[config.mk]
export PLATFORM = sky130hd
export DESIGN_NAME = seg_display_ctrl
export DESIGN_NICKNAME = d
export VERILOG_FILES = /design/src/rtl/seg_display_ctrl.sv
export SDC_FILE = /design/constraint.sdc
export NUM_CORES = 1
export LEC_CHECK = 0
export ABC_AREA = 1
export ABC_CLOCK_PERIOD_IN_PS = 1600
export CAP_MARGIN = 20
export CORE_ASPECT_RATIO = 0.6
export CORE_UTILIZATION = 40
export CTS_CLUSTER_DIAMETER = 150
export DETAILED_ROUTE_END_ITERATION = 7
export PLACE_DENSITY = 0.66
export RECOVER_POWER = 25
export SLEW_MARGIN = 5
export SYNTH_ARGS = -nofsm -noshare
export SYNTH_HDL_FRONTEND = slang
export SYNTH_SLANG_ARGS = --single-unit
[constraint.sdc]
create_clock -name clk -period 1.6 [get_ports clk]
set_input_delay 0.24 -clock clk [delete_from_list [all_inputs] [get_ports clk]]
set_output_delay 0.24 -clock clk [all_outputs]
set_load 0.05 [all_outputs]
[src/rtl/seg_display_ctrl.sv]
// Two-requester arbitrated 4-digit hex seven-segment controller.
// A granted 16-bit value is held on screen for at least HOLD_CYCLES, then scanned across the digits.
module seg_display_ctrl #(
  parameter int unsigned SCAN_DIV    = 2000,
  parameter int unsigned HOLD_CYCLES = 1000000
) (
  input  logic        clk,
  input  logic        reset,
  input  logic        req0,
  input  logic [15:0] data0,
  input  logic        req1,
  input  logic [15:0] data1,
  output logic        gnt0,
  output logic        gnt1,
  output logic        busy,
  output logic [3:0]  AN,
  output logic [7:0]  seg,
  output logic        dbg_state
);

  localparam int SCAN_W = (SCAN_DIV > 1) ? $clog2(SCAN_DIV) : 1;
  localparam int HOLD_W = (HOLD_CYCLES > 1) ? $clog2(HOLD_CYCLES) : 1;
  localparam logic [SCAN_W-1:0] SCAN_LAST = SCAN_W'(SCAN_DIV - 1);
  localparam logic [HOLD_W-1:0] HOLD_LAST = HOLD_W'(HOLD_CYCLES - 1);

  typedef enum logic {
    IDLE = 1'b0,
    HOLD = 1'b1
  } state_t;

  state_t              r_state;
  state_t              w_state_nxt;
  logic [HOLD_W-1:0]   r_hold_cnt;
  logic [HOLD_W-1:0]   w_hold_cnt_nxt;
  logic [15:0]         r_shown;
  logic [15:0]         w_shown_nxt;
  logic                r_valid;
  logic                w_valid_nxt;
  logic                r_last;
  logic                w_last_nxt;
  logic                r_gnt0;
  logic                w_gnt0_nxt;
  logic                r_gnt1;
  logic                w_gnt1_nxt;
  logic                w_pick1;

  logic [SCAN_W-1:0]   r_refresh;
  logic [1:0]          r_digit;
  logic [3:0]          w_nibble;
  logic [3:0]          w_an_dec;
  logic [7:0]          w_seg_dec;
  logic [3:0]          r_an;
  logic [7:0]          r_seg;

  // Handshake: a requester raises reqN with dataN stable and holds both until
  // gntN; gntN is a registered one-cycle pulse and dataN is captured on the
  // same edge that raises it. req still high the cycle after gnt is a new request.

  // Round-robin on a tie: grant whichever requester did not win last time.
  assign w_pick1 = req1 & (~req0 | ~r_last);

  always_comb begin
    w_state_nxt    = r_state;
    w_hold_cnt_nxt = r_hold_cnt;
    w_shown_nxt    = r_shown;
    w_valid_nxt    = r_valid;
    w_last_nxt     = r_last;
    w_gnt0_nxt     = 1'b0;
    w_gnt1_nxt     = 1'b0;
    case (r_state)
      IDLE: begin
        if (req0 || req1) begin
          w_state_nxt    = HOLD;
          w_hold_cnt_nxt = '0;
          w_valid_nxt    = 1'b1;
          w_last_nxt     = w_pick1;
          if (w_pick1) begin
            w_shown_nxt = data1;
            w_gnt1_nxt  = 1'b1;
          end else begin
            w_shown_nxt = data0;
            w_gnt0_nxt  = 1'b1;
          end
        end
      end
      HOLD: begin
        if (r_hold_cnt == HOLD_LAST) begin
          w_state_nxt    = IDLE;
          w_hold_cnt_nxt = '0;
        end else begin
          w_hold_cnt_nxt = r_hold_cnt + 1'b1;
        end
      end
      default: begin
        w_state_nxt    = IDLE;
        w_hold_cnt_nxt = '0;
      end
    endcase
  end

  always_ff @(posedge clk) begin
    if (!reset) begin
      r_state    <= IDLE;
      r_hold_cnt <= '0;
      r_shown    <= '0;
      r_valid    <= 1'b0;
      r_last     <= 1'b1;
      r_gnt0     <= 1'b0;
      r_gnt1     <= 1'b0;
    end else begin
      r_state    <= w_state_nxt;
      r_hold_cnt <= w_hold_cnt_nxt;
      r_shown    <= w_shown_nxt;
      r_valid    <= w_valid_nxt;
      r_last     <= w_last_nxt;
      r_gnt0     <= w_gnt0_nxt;
      r_gnt1     <= w_gnt1_nxt;
    end
  end

  // Scanner runs continuously so the digit phase is independent of grants.
  always_ff @(posedge clk) begin
    if (!reset) begin
      r_refresh <= '0;
      r_digit   <= 2'd0;
    end else if (r_refresh == SCAN_LAST) begin
      r_refresh <= '0;
      r_digit   <= r_digit + 2'd1;
    end else begin
      r_refresh <= r_refresh + 1'b1;
    end
  end

  assign w_nibble = r_shown[{r_digit, 2'b00} +: 4];
  assign w_an_dec = ~(4'b0001 << r_digit);

  always_comb begin
    w_seg_dec = 8'hFF;
    case (w_nibble)
      4'h0: w_seg_dec = 8'hC0;
      4'h1: w_seg_dec = 8'hF9;
      4'h2: w_seg_dec = 8'hA4;
      4'h3: w_seg_dec = 8'hB0;
      4'h4: w_seg_dec = 8'h99;
      4'h5: w_seg_dec = 8'h92;
      4'h6: w_seg_dec = 8'h82;
      4'h7: w_seg_dec = 8'hF8;
      4'h8: w_seg_dec = 8'h80;
      4'h9: w_seg_dec = 8'h90;
      4'hA: w_seg_dec = 8'h88;
      4'hB: w_seg_dec = 8'h83;
      4'hC: w_seg_dec = 8'hC6;
      4'hD: w_seg_dec = 8'hA1;
      4'hE: w_seg_dec = 8'h86;
      4'hF: w_seg_dec = 8'h8E;
      default: w_seg_dec = 8'hFF;
    endcase
  end

  always_ff @(posedge clk) begin
    if (!reset || !r_valid) begin
      r_an  <= 4'b1111;
      r_seg <= 8'hFF;
    end else begin
      r_an  <= w_an_dec;
      r_seg <= w_seg_dec;
    end
  end

  assign gnt0      = r_gnt0;
  assign gnt1      = r_gnt1;
  assign busy      = (r_state == HOLD);
  assign AN        = r_an;
  assign seg       = r_seg;
  assign dbg_state = r_state;

endmodule

After elaboration in Yosys (flattened, before gate mapping)
Memory sizes are Yosys's and may differ from the RTL's. A register that Yosys moved wholly into a read port is not among the register bits.
Index checks and enable logic that the tools add are counted.

storage, ports and cells
  output and inout bits = 16
  word-level logic and storage cells = 44
  memories kept = 1
  bits in read-only memories = 112
  register bits after elaboration = 66

cells by class
  reduce and logical (&&, ||, !) cells = 7
  multiplexer cells = 9
  bitwise gates (word level) = 8
  $add $sub $neg = 3
  equal/unequal tests = 3
  shifts and indexed selects = 2

memory list
  name             depth  width  rd ports  clocked after memory_dff  wr ports  line  source
  (no name shown)  16     7      1         1                         0         139   case (w_nibble)

operators by type and width
  operator                 count
  $mux W20                 2
  $pmux W20 S2             1
  $add A20 B1 Y20 const B  1
  $eq A20 B20 Y1 const B   1
  $mux W16                 1
  $shiftx A16 B5 Y4        1
  $add A11 B1 Y11 const B  1
  $eq A11 B11 Y1 const B   1
  $not A1 Y1               5
  $mux W1                  4
  $not A4 Y4               1
  $shl A1 B2 Y4 const A    1
  $reduce_or A3 Y1         1
  $add A2 B1 Y2 const B    1
  $logic_not A1 Y1         2
  $logic_or A1 B1 Y1       2
  $ne A2 B2 Y1 const B     1
  $pmux W1 S2              1
  $reduce_and A2 Y1        1
  $reduce_or A2 Y1         1
  $and A1 B1 Y1            1
  $or A1 B1 Y1             1

Longest topological paths before layout
Gate-level depths: netlist of run 1.

  word-level depth = 4
  depth in mapped cells = 12

Worst setup path after synthesis of run 1
OpenSTA, ideal clock, no wires.

  path kind = register -> register
  from = register r_digit[0]
  to = register r_seg[3], in the netlist seg[3]
  arrival time = 1.490 ns
  path slack = -0.015 ns
  clock period less this slack = 1.615 ns
  path buffers = 2
  required time = 1.474 ns
  cell stages (with the launch flop) = 13
  cells stage by stage = dfxtp_1 > buf_6 > inv_4 > buf_6 > nand2_1 > nand3_1 > nand2_1 > inv_1 > ha_1 > nand2_1 > o21ai_0 > nand2_1 > nand3_1

on the way
  cells in the longest elaborated chain, start to end = 1

ends and longest elaborated chain
  item                    line  source
  start, declared         48    logic [1:0] r_digit;
  start signal, assigned  128   r_digit <= r_digit + 2'd1;
  $shiftx A16 B5 Y4       134   assign w_nibble = r_shown[{r_digit, 2'b00} +: 4];
  end, declared           53    logic [7:0] r_seg;

Every way passes these cells.
A chain may end at the register's enable or synchronous reset.

Worst setup path in the final report of run 1
  from = register r_hold_cnt[1]
  to = register r_hold_cnt[0]

on the way
  cells in the longest elaborated chain, start to end = 3

ends and longest elaborated chain
  item                    line  source
  start, declared         33    logic [HOLD_W-1:0] r_hold_cnt;
  start signal, assigned  112   r_hold_cnt <= w_hold_cnt_nxt;
  $eq A20 B20 Y1          87    if (r_hold_cnt == HOLD_LAST) begin
  $mux W20                87
  $pmux W20 S2            70    case (r_state)

Every way passes these cells.

==> flow_summary_export.csv, run 1 <==
group,metric,value,unit
status,status,"complete, no violations",
synth,synth-compound-area-share,12.8,%
synth,muxShareOfSynthArea,0,%
sta,slew_violations,0,
flow_run,cap_violations,0,
clocking,path_clk_slew,60,ps
final_layout,final_area,0.00437,mm^2
worst_setup_path,reg2reg_to,"r_hold_cnt[0]",
synth,synth.top_cells.by_area,"dfxtp_1 38%, nand2_1 16%, nand3_1 5.2%, ha_1 4.4%, inv_1 3.9%",
final_layout,syn2layout_area_growth,27.4,%
clocking,cts.htree.levels,3,
synth,synthSimpleGateAreaFrac,34.5,%
synth,synthTopCellsByCount,"146 x nand2_1, 65 x dfxtp_1, 36 x inv_1, 36 x nand3_1, 35 x nor2_1",
final_layout,drive_gt1_share,15.7,%
worst_setup_path,crit_path_start_kind,"flop",
clocking,cts_tree,"built",
grt,grt_pass1_vias,2981,
synth,yosysSeqAreaShare,37.9,%
die,dieHeight,73.8,um
synth,synth_seq_cells,65,
clocking,cts_hold_buf,0,
min_path,worstHoldPathType,"flop to flop",
worst_setup_path,cp_max_fo,6,
sta,setup_viol,0,
synth,synth_most_common_cell,"nand2_1",
clocking,numCtsBuffers,9,
die,pin_count,52,
place,dp_hpwl,6810,um
route,top_layer,"met4",
pwr,vdd_drop_max,643,uV
die,die_area,0.00897,mm^2
synth,yosys_warnings,0,
route,num_vias,3321,
die,initial_core_util,42.4,%
sta,layout_min_cycle_time,1510,ps
synth,synth-edff-count,0,
worst_setup_path,setup.worst_path.end,"r_hold_cnt[0]",
route,wl_per_cell,13.5,um
route,wl_met2,3330,um
place,io_buffer_count,50,
route,via_per_inst,4.97,
worst_setup_path,reg2reg_slack,90,ps
die,num_rows,25,
grt,grt_pass1_wl,14700,um
grt,grt_antenna_before_repair,1,
worst_setup_path,critPathLaunch,"r_hold_cnt[1]",
worst_setup_path,end_kind,"flop",
route,drt_first_pass_iters,5,
synth,netlist_instances,489,
final_layout,layout.nets,602,
sta,fin_crit_sh,94.2,%
synth,synth_top_area_share,37.9,%
clocking,cts.sinks,65,
sta,maxSlewHeadroom,60.2,%
synth,synth_nets,537,
clocking,clockBufferDepth,2,
pwr,power_density,992,mW/mm^2
route,wl_met3,770,um
synth,synth_top_area_cell,"dfxtp_1",
grt,grt.total_usage,21.6,%
sta,finalWorstSetupSlack,93.5,ps
synth,async_reset_ff_share,0,%
place,post-place-ws,-147,ps
route,drt_iter0_drc,259,
synth,synth.distinct_cells,41,
grt,grt_max_degree,34,
final_layout,final_util,54.0,%
pwr,p_leak,1.70,nW
worst_setup_path,critical_path_arrival,1720,ps
synth,synth_top_family_by_area,"simple AND/OR/NAND/NOR gates",
route,drcViolationCount,0,
worst_setup_path,critical_path_class,"flop to flop",
die,die_w,122,um
route,m1WireLength,4820,um
worst_setup_path,critPathRequiredTime,1820,ps
grt,grt-ovfl-total,0,
die,core_area,0.00810,mm^2
route,wirelength,9020,um
clocking,clockRootBuffer,"clkbuf_16",
synth,syn_area_per_cell,7.02,um^2
clocking,clock_latency,330,ps
sta,hold_viol,0,
synth,synth_area,0.00343,mm^2
worst_setup_path,r2r-start,"r_hold_cnt[1]",
place,placed_cell_area,0.00409,mm^2
place,routabilityCongestion,0.945,
sta,worst_slew_pin_slew,599,ps
synth,synthAdderAreaFrac,4.37,%
synth,synth_xor_area_share,1.53,%
synth,synth_ff_type,"dfxtp_1",
worst_setup_path,rr_worst_depth,7,
sta,skew,5.95,ps
sta,fmax,0.664,GHz
route,final_antenna_net_count,0,
-- flip-flops by register name, indices dropped and copies added (netlist names) --
signal / count
seg: 7
gnt1: 1
r_refresh: 11
r_shown: 16
r_digit: 2
r_valid: 1
gnt0: 1
r_hold_cnt: 20
r_last: 1
busy: 1
AN: 4
-- where the power goes --
part	total [W]	internal [W]	switching (W)
clock	0.00180	0.00108	0.000711
combinational	0.000768	0.000291	0.000476
sequential	0.00177	0.00172	0.0000549
-- worst min-delay path by stage --
stage                      start            to  slack [ps]  cells past startpoint
finish              r_refresh[0]  r_refresh[0]         450                      1
global route            data0[3]    r_shown[3]         500                      3
CTS                 r_refresh[0]  r_refresh[0]         450                      1
detailed placement  r_refresh[0]  r_refresh[0]         440                      1
global placement    r_refresh[0]  r_refresh[0]         430                      1
floorplan              data0[14]   r_shown[14]         390                      2
-- through the flow --
step / TNS, ps / hold WS (ps) / total power, W / std cells
2_1_floorplan: 0 / 391 / 0.00227 / 489
3_3_place_gp: -167 / 431 / 0.00257 / 647
3_5_place_dp: -2060 / 439 / 0.00258 / 647
4_1_cts: 0 / 454 / 0.00439 / 663
5_1_grt: -21.5 / 502 / 0.00453 / 668
6_report: 0 / 452 / 0.00434 / 668
-- timing repair --
action	in CTS	in global routing
pin swaps	0	2
setup buffers	0	4
gates resized for setup	2	10
endpoints found under the setup margin	7	16
-- cell usage in the layout, fill, tap and decap left out, types with 2 or more instances in the layout --
| cell type | netlist | routed |
|---|---|---|
| nand3_1 | 36 | 35 |
| dfxtp_1 | 65 | 62 |
| nand2_2 | 8 | 12 |
| xor2_1 | 5 | 5 |
| nor2_4 | 4 | 4 |
| inv_2 | 9 | 10 |
| nor2_2 | 9 | 10 |
| o21bai_1 | 2 | 2 |
| nand2_1 | 146 | 142 |
| clkinv_1 | 2 | 2 |
| a31oi_1 | 17 | 17 |
| ha_2 | 0 | 2 |
| clkbuf_16 | 0 | 9 |
| buf_12 | 0 | 4 |
| nand3b_1 | 2 | 2 |
| nand3_2 | 2 | 3 |
| inv_1 | 36 | 35 |
| buf_4 | 6 | 17 |
| nand4_1 | 7 | 7 |
| nor3_1 | 6 | 6 |
| ha_1 | 12 | 10 |
| o211ai_1 | 2 | 2 |
| nor2_1 | 35 | 34 |
| o21ai_1 | 8 | 8 |
| dfxtp_2 | 0 | 2 |
| inv_4 | 2 | 2 |
| nand2_4 | 2 | 2 |
| clkdlybuf4s50_1 | 0 | 34 |
| clkinv_2 | 0 | 3 |
| o21ai_0 | 25 | 25 |
| clkbuf_1 | 4 | 15 |
| a21oi_1 | 19 | 19 |
-- routing by layer --
layer,GRT usage (%),vias up
met5,0,-
li1,-,1722
met3,5.43,11
met1,32.7,1462
met4,7.82,0
met2,28.5,126
-- layout make-up --
cell class                      count  area, um^2
Antenna cell                        1        2.50
Clock inverter                      5        31.3
Timing Repair Buffer               70         611
Fill cell                         764        3730
Clock buffer                       11         243
Inverter                           49         189
Multi-Input combinational cell    359        1850
Sequential cell                    65        1310
Tap cell                          108         135
-- cells by family after synthesis --
logic type,count (synthesis)
fa+ha+maj,12
xor+xnor,6
flops,65
other cells,1
simple gates,263
compound gates,77
buf+inv,65
-- worst max-delay path, stage by stage, from the launching register on --
cell	delay (ps)
dfxtp_1	360
ha_2	220
nand3_1	130
nor2_2	170
nand3_1	130
nand2_2	120
inv_2	90
o21a_1	170
Power figures use the tool's default switching activity.
==> run 2, diff against run 1 <==
--- a/config.mk
+++ b/config.mk
@@ -10,6 +10,7 @@
 export CAP_MARGIN = 20
 export CORE_ASPECT_RATIO = 0.6
 export CORE_UTILIZATION = 40
+export CTS_BUF_LIST = sky130_fd_sc_hd__clkbuf_2 sky130_fd_sc_hd__clkbuf_4 sky130_fd_sc_hd__clkbuf_8
 export CTS_CLUSTER_DIAMETER = 150
 export DETAILED_ROUTE_END_ITERATION = 7
 export PLACE_DENSITY = 0.66
==> flow_summary_export.csv, run 2 (synthesis gave the netlist of run 1 again) <==
group,metric,value,unit
status,status,"complete, no violations",
sta,fin_crit_sh,93.6,%
place,routabilityCongestion,0.945,
sta,setup_viol,0,
clocking,cts_tree,"built",
worst_setup_path,crit_path_start_kind,"flop",
min_path,worstHoldPathType,"flop to flop",
die,die_area,0.00897,mm^2
clocking,clock_latency,350,ps
clocking,numCtsBuffers,9,
place,io_buffer_count,50,
clocking,cts.htree.levels,3,
sta,skew,8.72,ps
worst_setup_path,reg2reg_slack,100,ps
worst_setup_path,critical_path_arrival,1740,ps
route,wirelength,9060,um
final_layout,regMostFlops,"r_hold_cnt",
pwr,p_leak,1.66,nW
grt,grt_pass1_vias,2950,
clocking,cts.sinks,65,
route,drcViolationCount,0,
pwr,vdd_drop_max,405,uV
route,drt_iter0_drc,273,
final_layout,drive_gt1_share,16.1,%
grt,grt_max_degree,34,
grt,grt_pass1_wl,14600,um
final_layout,reg_top3,"r_hold_cnt: 20 flops, r_shown: 16 flops, r_refresh: 11 flops",
route,drt_first_pass_iters,5,
clocking,path_clk_slew,70,ps
die,die_w,122,um
sta,slew_violations,0,
route,via_per_inst,4.98,
route,num_vias,3326,
pwr,power_density,891,mW/mm^2
clocking,clockRootBuffer,"clkbuf_8",
pwr,fin_total_pwr,0.00381,W
final_layout,layout.nets,602,
final_layout,syn2layout_area_growth,24.6,%
worst_setup_path,end_kind,"flop",
final_layout,largest_reg_flops,20,
flow_run,cap_violations,0,
sta,layout_min_cycle_time,1500,ps
route,final_antenna_net_count,0,
die,pin_count,52,
place,placed_cell_area,0.00409,mm^2
grt,grt-ovfl-total,0,
grt,grt.total_usage,21.6,%
clocking,clockBufferDepth,2,
final_layout,nFillCells,778,
grt,grt_antenna_before_repair,1,
final_layout,final_area,0.00428,mm^2
final_layout,layout_common_cells,"142 x nand2_1, 61 x dfxtp_1, 35 x nand3_1, 35 x inv_1",
final_layout,final_common_cell,"nand2_1",
final_layout,seqCellArea,0.00131,mm^2
die,dieHeight,73.8,um
clocking,cts_hold_buf,0,
route,wl_per_cell,13.6,um
sta,worst_slew_pin_slew,599,ps
sta,fmax,0.668,GHz
worst_setup_path,critPathRequiredTime,1840,ps
die,initial_core_util,42.4,%
place,dp_hpwl,6810,um
worst_setup_path,critical_path_class,"flop to flop",
die,core_area,0.00810,mm^2
sta,hold_viol,0,
worst_setup_path,cp_max_fo,6,
final_layout,multiInputGateArea,0.00185,mm^2
sta,maxSlewHeadroom,60.2,%
die,num_rows,25,
[run 2: cell count changes in the layout (fill, tap and decap cells not counted)]
cell       change
clkbuf_16      -9
clkbuf_8       +9
clkbuf_1       -1
clkbuf_4       +1
dfxtp_1        -1
dfxtp_2        +1
[run 2: repair_timing]
action	CTS	global route
endpoints found under the hold margin	0	0
setup buffers	0	4
endpoints found under the setup margin	7	17
pin swaps	0	2
resized for setup	2	11
[run 2: path summary, 6_finish.rpt]
check / from / to / cells after the start
setup / recovery: r_hold_cnt[1] / r_hold_cnt[0] / 7
hold / removal: r_refresh[0] / r_refresh[0] / 1
setup reg to reg: r_hold_cnt[1] / r_hold_cnt[0] / 7
hold reg to reg: r_refresh[0] / r_refresh[0] / 1
[run 2: power breakdown]
part | internal (W) | total [W] | switching [W] | leakage, nW
Sequential | 0.00172 | 0.00177 | 0.0000543 | 0.533
Combinational | 0.000291 | 0.000768 | 0.000477 | 1.04
Clock | 0.000616 | 0.00127 | 0.000657 | 0.0925
Total | 0.00262 | 0.00381 | 0.00119 | 1.66
[run 2: layout make-up]
class / count / share of cell area, %
Inverter: 49 / 4.42
Timing Repair Buffer: 70 / 14.3
Clock buffer: 11 / 3.39
Sequential cell: 65 / 30.6
Antenna cell: 1 / 0.0585
Clock inverter: 5 / 0.731
Multi-Input combinational cell: 359 / 43.4
Tap cell: 108 / 3.16
[run 2: critical path: stages (launching register included)]
cell	delay, ps
dfxtp_1	360
ha_2	220
nand3_1	130
nor2_2	160
nand3_1	130
nand2_2	120
inv_2	90
o21a_1	170
[run 2: routing by layer]
layer | global-route usage, % | routed length, um
met5 | 0 | 0
met3 | 6.13 | 855
met4 | 7.41 | 128
met1 | 32.5 | 4760
met2 | 28.5 | 3320
[run 2: stage by stage]
stage	utilization [%]	hold WS [ps]	instances	setup TNS (ps)	setup WS [ps]
detailed placement	50.5	439	647	-2060	-147
floorplan	-	391	489	0	26.5
global route	52.8	452	668	-27.0	-27.0
CTS	52.7	445	663	0	28.3
finish	52.8	420	668	0	103
global placement	50.5	431	647	-167	-42.3
